## src/rtl/bean_dec_chan_sched.sv

```systemverilog
// Decoder channel scheduler: in-order 4-slot circular buffer between fetch and decode.
// Define BEAN_DECSCHED_BYPASS_EN for a zero-latency fetch->decode pass-through when empty.
module bean_dec_chan_sched #(
  parameter int XPR_LEN = 32,
  parameter int DEPTH   = 4,
  parameter int CW      = $clog2(DEPTH+1)
) (
  input  logic               clk,
  input  logic               rst,
  input  logic               fetch_valid,
  output logic               fetch_ready,
  input  logic [XPR_LEN-1:0] fetch_instr,
  input  logic [XPR_LEN-1:0] fetch_pc,
  output logic               dec_valid,
  input  logic               dec_ready,
  output logic [XPR_LEN-1:0] dec_instr,
  output logic [XPR_LEN-1:0] dec_pc,
  input  logic               drop,
  output logic [DEPTH-1:0]   chan_empty,
  output logic [CW-1:0]      count
);

  localparam int PW = $clog2(DEPTH);

  typedef enum logic [1:0] {
    S_IDLE,
    S_ACTIVE,
    S_FLUSH
  } state_t;

  state_t             r_state;
  logic [XPR_LEN-1:0] r_instr [DEPTH];
  logic [XPR_LEN-1:0] r_pc    [DEPTH];
  logic [DEPTH-1:0]   r_empty;
  logic [PW-1:0]      r_wp;
  logic [PW-1:0]      r_rp;
  logic [CW-1:0]      r_count;

  logic          w_qvalid;
  logic          w_byp;
  logic          w_enq;
  logic          w_deq;
  logic [CW-1:0] w_count_nxt;

  assign fetch_ready = (r_state != S_FLUSH) && (r_count < CW'(DEPTH))
                     && !drop && !rst;

  assign w_qvalid = (r_count != '0) && (r_state != S_FLUSH)
                  && !drop && !rst;

`ifdef BEAN_DECSCHED_BYPASS_EN
  assign w_byp = (r_state == S_IDLE) && fetch_valid && !drop && !rst;
`else
  assign w_byp = 1'b0;
`endif

  assign dec_valid = w_qvalid || w_byp;
  assign dec_instr = w_byp ? fetch_instr : r_instr[r_rp];
  assign dec_pc    = w_byp ? fetch_pc    : r_pc[r_rp];

  // A bypassed word that the decoder takes is never written
  assign w_enq = fetch_valid && fetch_ready && !(w_byp && dec_ready);
  assign w_deq = w_qvalid && dec_ready;

  always_comb begin
    w_count_nxt = r_count;
    if (w_enq && !w_deq)
      w_count_nxt = r_count + CW'(1);
    else if (w_deq && !w_enq)
      w_count_nxt = r_count - CW'(1);
  end

  always_ff @(posedge clk) begin
    if (w_enq) begin
      r_instr[r_wp] <= fetch_instr;
      r_pc[r_wp]    <= fetch_pc;
    end
  end

  always_ff @(posedge clk) begin
    if (rst) begin
      r_state <= S_IDLE;
      r_empty <= '1;
      r_wp    <= '0;
      r_rp    <= '0;
      r_count <= '0;
    end else if (drop) begin
      r_state <= S_FLUSH;
      r_empty <= '1;
      r_wp    <= '0;
      r_rp    <= '0;
      r_count <= '0;
    end else begin
      if (w_enq) begin
        r_empty[r_wp] <= 1'b0;
        r_wp          <= r_wp + PW'(1);
      end
      if (w_deq) begin
        r_empty[r_rp] <= 1'b1;
        r_rp          <= r_rp + PW'(1);
      end
      r_count <= w_count_nxt;
      unique case (r_state)
        S_FLUSH:  r_state <= S_IDLE;
        S_IDLE:   if (w_enq) r_state <= S_ACTIVE;
        S_ACTIVE: if (w_count_nxt == '0) r_state <= S_IDLE;
        default:  r_state <= S_IDLE;
      endcase
    end
  end

  assign chan_empty = r_empty;
  assign count      = r_count;

endmodule

```

## config.mk

```make
export PLATFORM = sky130hd
export DESIGN_NAME = bean_dec_chan_sched
export DESIGN_NICKNAME = d
export VERILOG_FILES = /design/src/rtl/bean_dec_chan_sched.sv
export SDC_FILE = /design/constraint.sdc
export NUM_CORES = 1
export LEC_CHECK = 0
export BUFFER_PORTS_ARGS = -buffer_cell sky130_fd_sc_hd__clkbuf_2
export CAP_MARGIN = 0
export CORE_AREA = 2 2 175 108
export DETAILED_ROUTE_END_ITERATION = 16
export DIE_AREA = 0 0 177 110
export PLACE_DENSITY = 0.79
export SYNTH_ARGS = -nofsm -noshare
export SYNTH_HDL_FRONTEND = slang
export SYNTH_SLANG_ARGS = --single-unit
```

## constraint.sdc

```tcl
create_clock -name clk -period 6.1 [get_ports clk]
set_input_delay 1.525 -clock clk [delete_from_list [all_inputs] [get_ports clk]]
set_output_delay 1.525 -clock clk [all_outputs]
set_load 0.02 [all_outputs]
```

==> metrics.md <==
| Metric | Value |
|---|---|
| Via-per-instance ratio | `5.67` |
| Row cnt | `38` |
| CTS Hold Bufs | `0` |
| RR Endpoint | `r_pc[0][26]$_DFFE_PP_` |
| Max-cap violations | `0` |
| Setup TNS | `0 ns` |
| Multi-input logic area | `roughly 1900 um2` |
| Psw | `approximately 680 uW` |
| Post-Syn Area | `10,000 um2` |
| Worst-skew pair later-pin latency | `between 0.5 and 0.6 ns` |
| Port bufs | `141` |
| CP Launch Type | `flip-flop` |
| Yosys reg bits | `approximately 270` |
| Initial DRC count | `474` |
| Final ANT Viol Nets | `0` |
| Synth warnings | `0` |
| Sink Count | `approximately 270` |
| Max stage delay on crit path | `0.94 ns` |
| Cell Pwr Density | `303 nW/um2` |
| Number of library cell types mapped by synthesis | `30` |
| Clock transition at path regs | `0.06 ns` |
| Setup ws final | `1.88 ns` |
| Die ar. | `19,500 um2` |
| CTS tree | `built` |
| Setup Fix Bufs, Post-CTS | `0` |
| CTS Root Cell | `clkbuf_16` |
| WL per Instance | `21.5 um` |
| Maximum vdd drop | `about 0.18 mV` |
| Mapped Cells | `425` |
| Vias in the first global route | `4,805` |
| Largest net degree at the start of global routing | `66` |
| Initial antenna violation count | `2` |
| Fmax | `237 MHz` |
| Gate power share | `0.028` |
| Hold crit path type | `reg -> reg` |
| DP Worst Slack | `2.29 ns` |
| R2R Path Start | `count[2]$_SDFF_PP0_` |
| Syn avg cell area | `23.6 um2` |
| DRT Pass-1 Iters | `5` |
| Diode count | `0` |
| Initial Utilization | `0.563` |
| DRC violations left | `0` |
| All-layer global routing usage | `0.188` |
| Req. time, crit path | `4.58 ns` |
| Die Ht | `~110 um` |
| Ys flop type | `edfxtp_1` |
| Num CTS Buffers | `24` |
| Detailed placement HPWL | `roughly 11,000 um` |
| CTS Buffer Depth | `3` |
| Slew margin rel. | `0.346` |
| Pins over their slew limit | `0` |
| Core area | `17,800 um2` |
| Fin. Hold Viols | `0` |
| Leakage power | `3.92 nW` |
| Crit. End Element | `output port` |
| Clock power frac | `0.394` |
| Number of top-level pins | `142` |
| Slew @ Worst Pin | `0.981 ns` |
| Post-Route WL | `17,900 um` |
| Share of cells above drive strength 1 | `0.411` |
| Hold path depth | `2` |
| Endpoint of the worst hold path | `chan_empty[3]$_SDFF_PP1_` |
| # fillers | `1,193` |
| Sequential share of power | `0.579` |
| Post-synth EDFFs | `about 260` |
| Pint | `2.87 mW` |
| Design Power | `between 3 and 4 mW` |
| H-tree lvl count | `1` |
| Crit path arrival time | `2.69 ns` |
| Area Overhead vs Synth | `16.6%` |
| Area occupied by registers | `8000 um2` |
| Final setup viols | `0` |
| First-pass GRT wire length | `approximately 27,000 um` |
| Status | `completed` |
| Worst Path Class, Setup | `reg -> out` |
| RePlAce Congestion | `0.854` |
| Critical path's slowest cell | `dfxtp_4` |
| Hold path start | `chan_empty[3]$_SDFF_PP1_` |
| Via count | `4,712` |
| Critical path fanouts, max | `44` |
| Die width | `177 um` |
| Overflow after GRT | `0` |
| Synth async-reset ratio | `0` |
| Post-layout min period | `4.22 ns` |
| RSZ-0062 raised after global routing | `no` |
| Worst path cell trace | `buf_4 -> mux4_2 -> clkbuf_2` |
| Switching share of power | `0.191` |
| Flop2flop setup slack | `3.78 ns` |
| Fin crit share | `0.692` |
| Worst R2R Path Depth | `3` |
| Nets | `656` |
| Mapped Nets | `505` |
| CTS resizes | `0` |
| Worst Clk Skew | `0.0137 ns` |
| Sequential area share after synthesis | `0.796` |
cell usage after synthesis (all sizes together) (2+ instances only):
master	count	area [um2]
mux2i	4	40.0
and2	5	31.3
nor2b	2	12.5
edfxtp	256	7690
inv	13	48.8
xnor2	4	42.6
buf	7	41.3
clkbuf	10	37.5
dfxtp	15	300
mux4	64	1440
o21ai	5	25.0
a21oi	5	25.0
nor2	11	41.3
ha	11	138
sequential cells by signal, summed over array words and instances (netlist names), named ones only:
register,count
chan_empty,4
count,3
r_instr,128
r_pc,128
r_rp,2
r_state,2
r_wp,2
worst max-delay path by stage:
stage	from	slack, ns	end	depth (start not counted)
2_1_floorplan	drop	1.84	r_instr[0][0]$_DFFE_PP_	4
3_3_place_gp	flip-flop	2.34	dec_pc[5]	3
3_5_place_dp	flip-flop	2.29	dec_pc[10]	3
4_1_cts	flip-flop	1.76	dec_pc[10]	3
5_1_grt	flip-flop	1.60	dec_instr[18]	3
6_report	flip-flop	1.88	dec_instr[18]	3
cell families (layout without fill, tap and decap cells):
| kind of cell | count (synthesis) | in the layout | synth area share |
|---|---|---|---|
| flops | 271 | 271 | 0.796 |
| mux | 69 | 69 | 0.149 |
| buf+inv | 30 | 196 | 0.0127 |
| simple gates | 25 | 25 | 0.0133 |
| compound gates | 15 | 15 | 0.0110 |
| fa+ha+maj | 11 | 11 | 0.0137 |
| xor+xnor | 4 | 4 | 0.00424 |
power groups by stage:
stage / sequential (mW) / combinational [mW] / clock [mW]
after global placement: 2.09 / 0.0927 / 0
after detailed placement: 2.09 / 0.0991 / 0
after floorplan: 2.09 / 0.0417 / 0
after global routing: 2.05 / 0.107 / 1.50
after CTS: 2.05 / 0.0997 / 1.42
final: 2.05 / 0.0985 / 1.39
layer usage:
layer	GRT usage	vias to the layer above	routed length, um
met2	0.292	175	8460
met4	0.0449	4	312
met1	0.273	2431	7650
met5	0	-	24
li1	-	2072	-
met3	0.0508	30	1430
cell usage in the layout, fill, tap and decap left out, types with 2 or more instances in the layout:
master | netlist | routed
a21oi_1 | 5 | 5
and2_4 | 0 | 4
clkbuf_1 | 10 | 5
clkbuf_16 | 0 | 25
clkbuf_2 | 0 | 141
clkinv_1 | 0 | 8
dfxtp_1 | 15 | 13
dfxtp_4 | 0 | 2
edfxtp_1 | 256 | 256
ha_1 | 11 | 11
inv_1 | 13 | 13
mux2i_1 | 4 | 4
mux4_2 | 64 | 64
nor2_1 | 11 | 11
nor2b_1 | 2 | 2
o21ai_1 | 4 | 4
xnor2_1 | 3 | 3
metrics by stage:
step	hold slack, ns	std cells	util	instance area [um2]
after floorplan	0.498	425	-	10000
after global placement	0.456	790	0.616	11000
after detailed placement	0.456	790	0.616	11000
after CTS	0.465	831	0.656	11700
after global routing	0.488	831	0.656	11700
final	0.461	831	0.656	11700
layout make-up:
cell class,instances,area share
clock buffers,30,0.0551
clock inverters,11,0.00620
inverters,13,0.00417
multi-input cells,124,0.165
flip-flops and latches,271,0.683
well taps,240,0.0257
repair buffers,142,0.0609
worst max-delay path, delay by kind of cell (launching register included):
family,cells,cell delay (ns)
multiplexers,1,0.57
buffers and inverters,2,0.67
flip-flops,1,0.94
(Power assumes the default switching activity.)
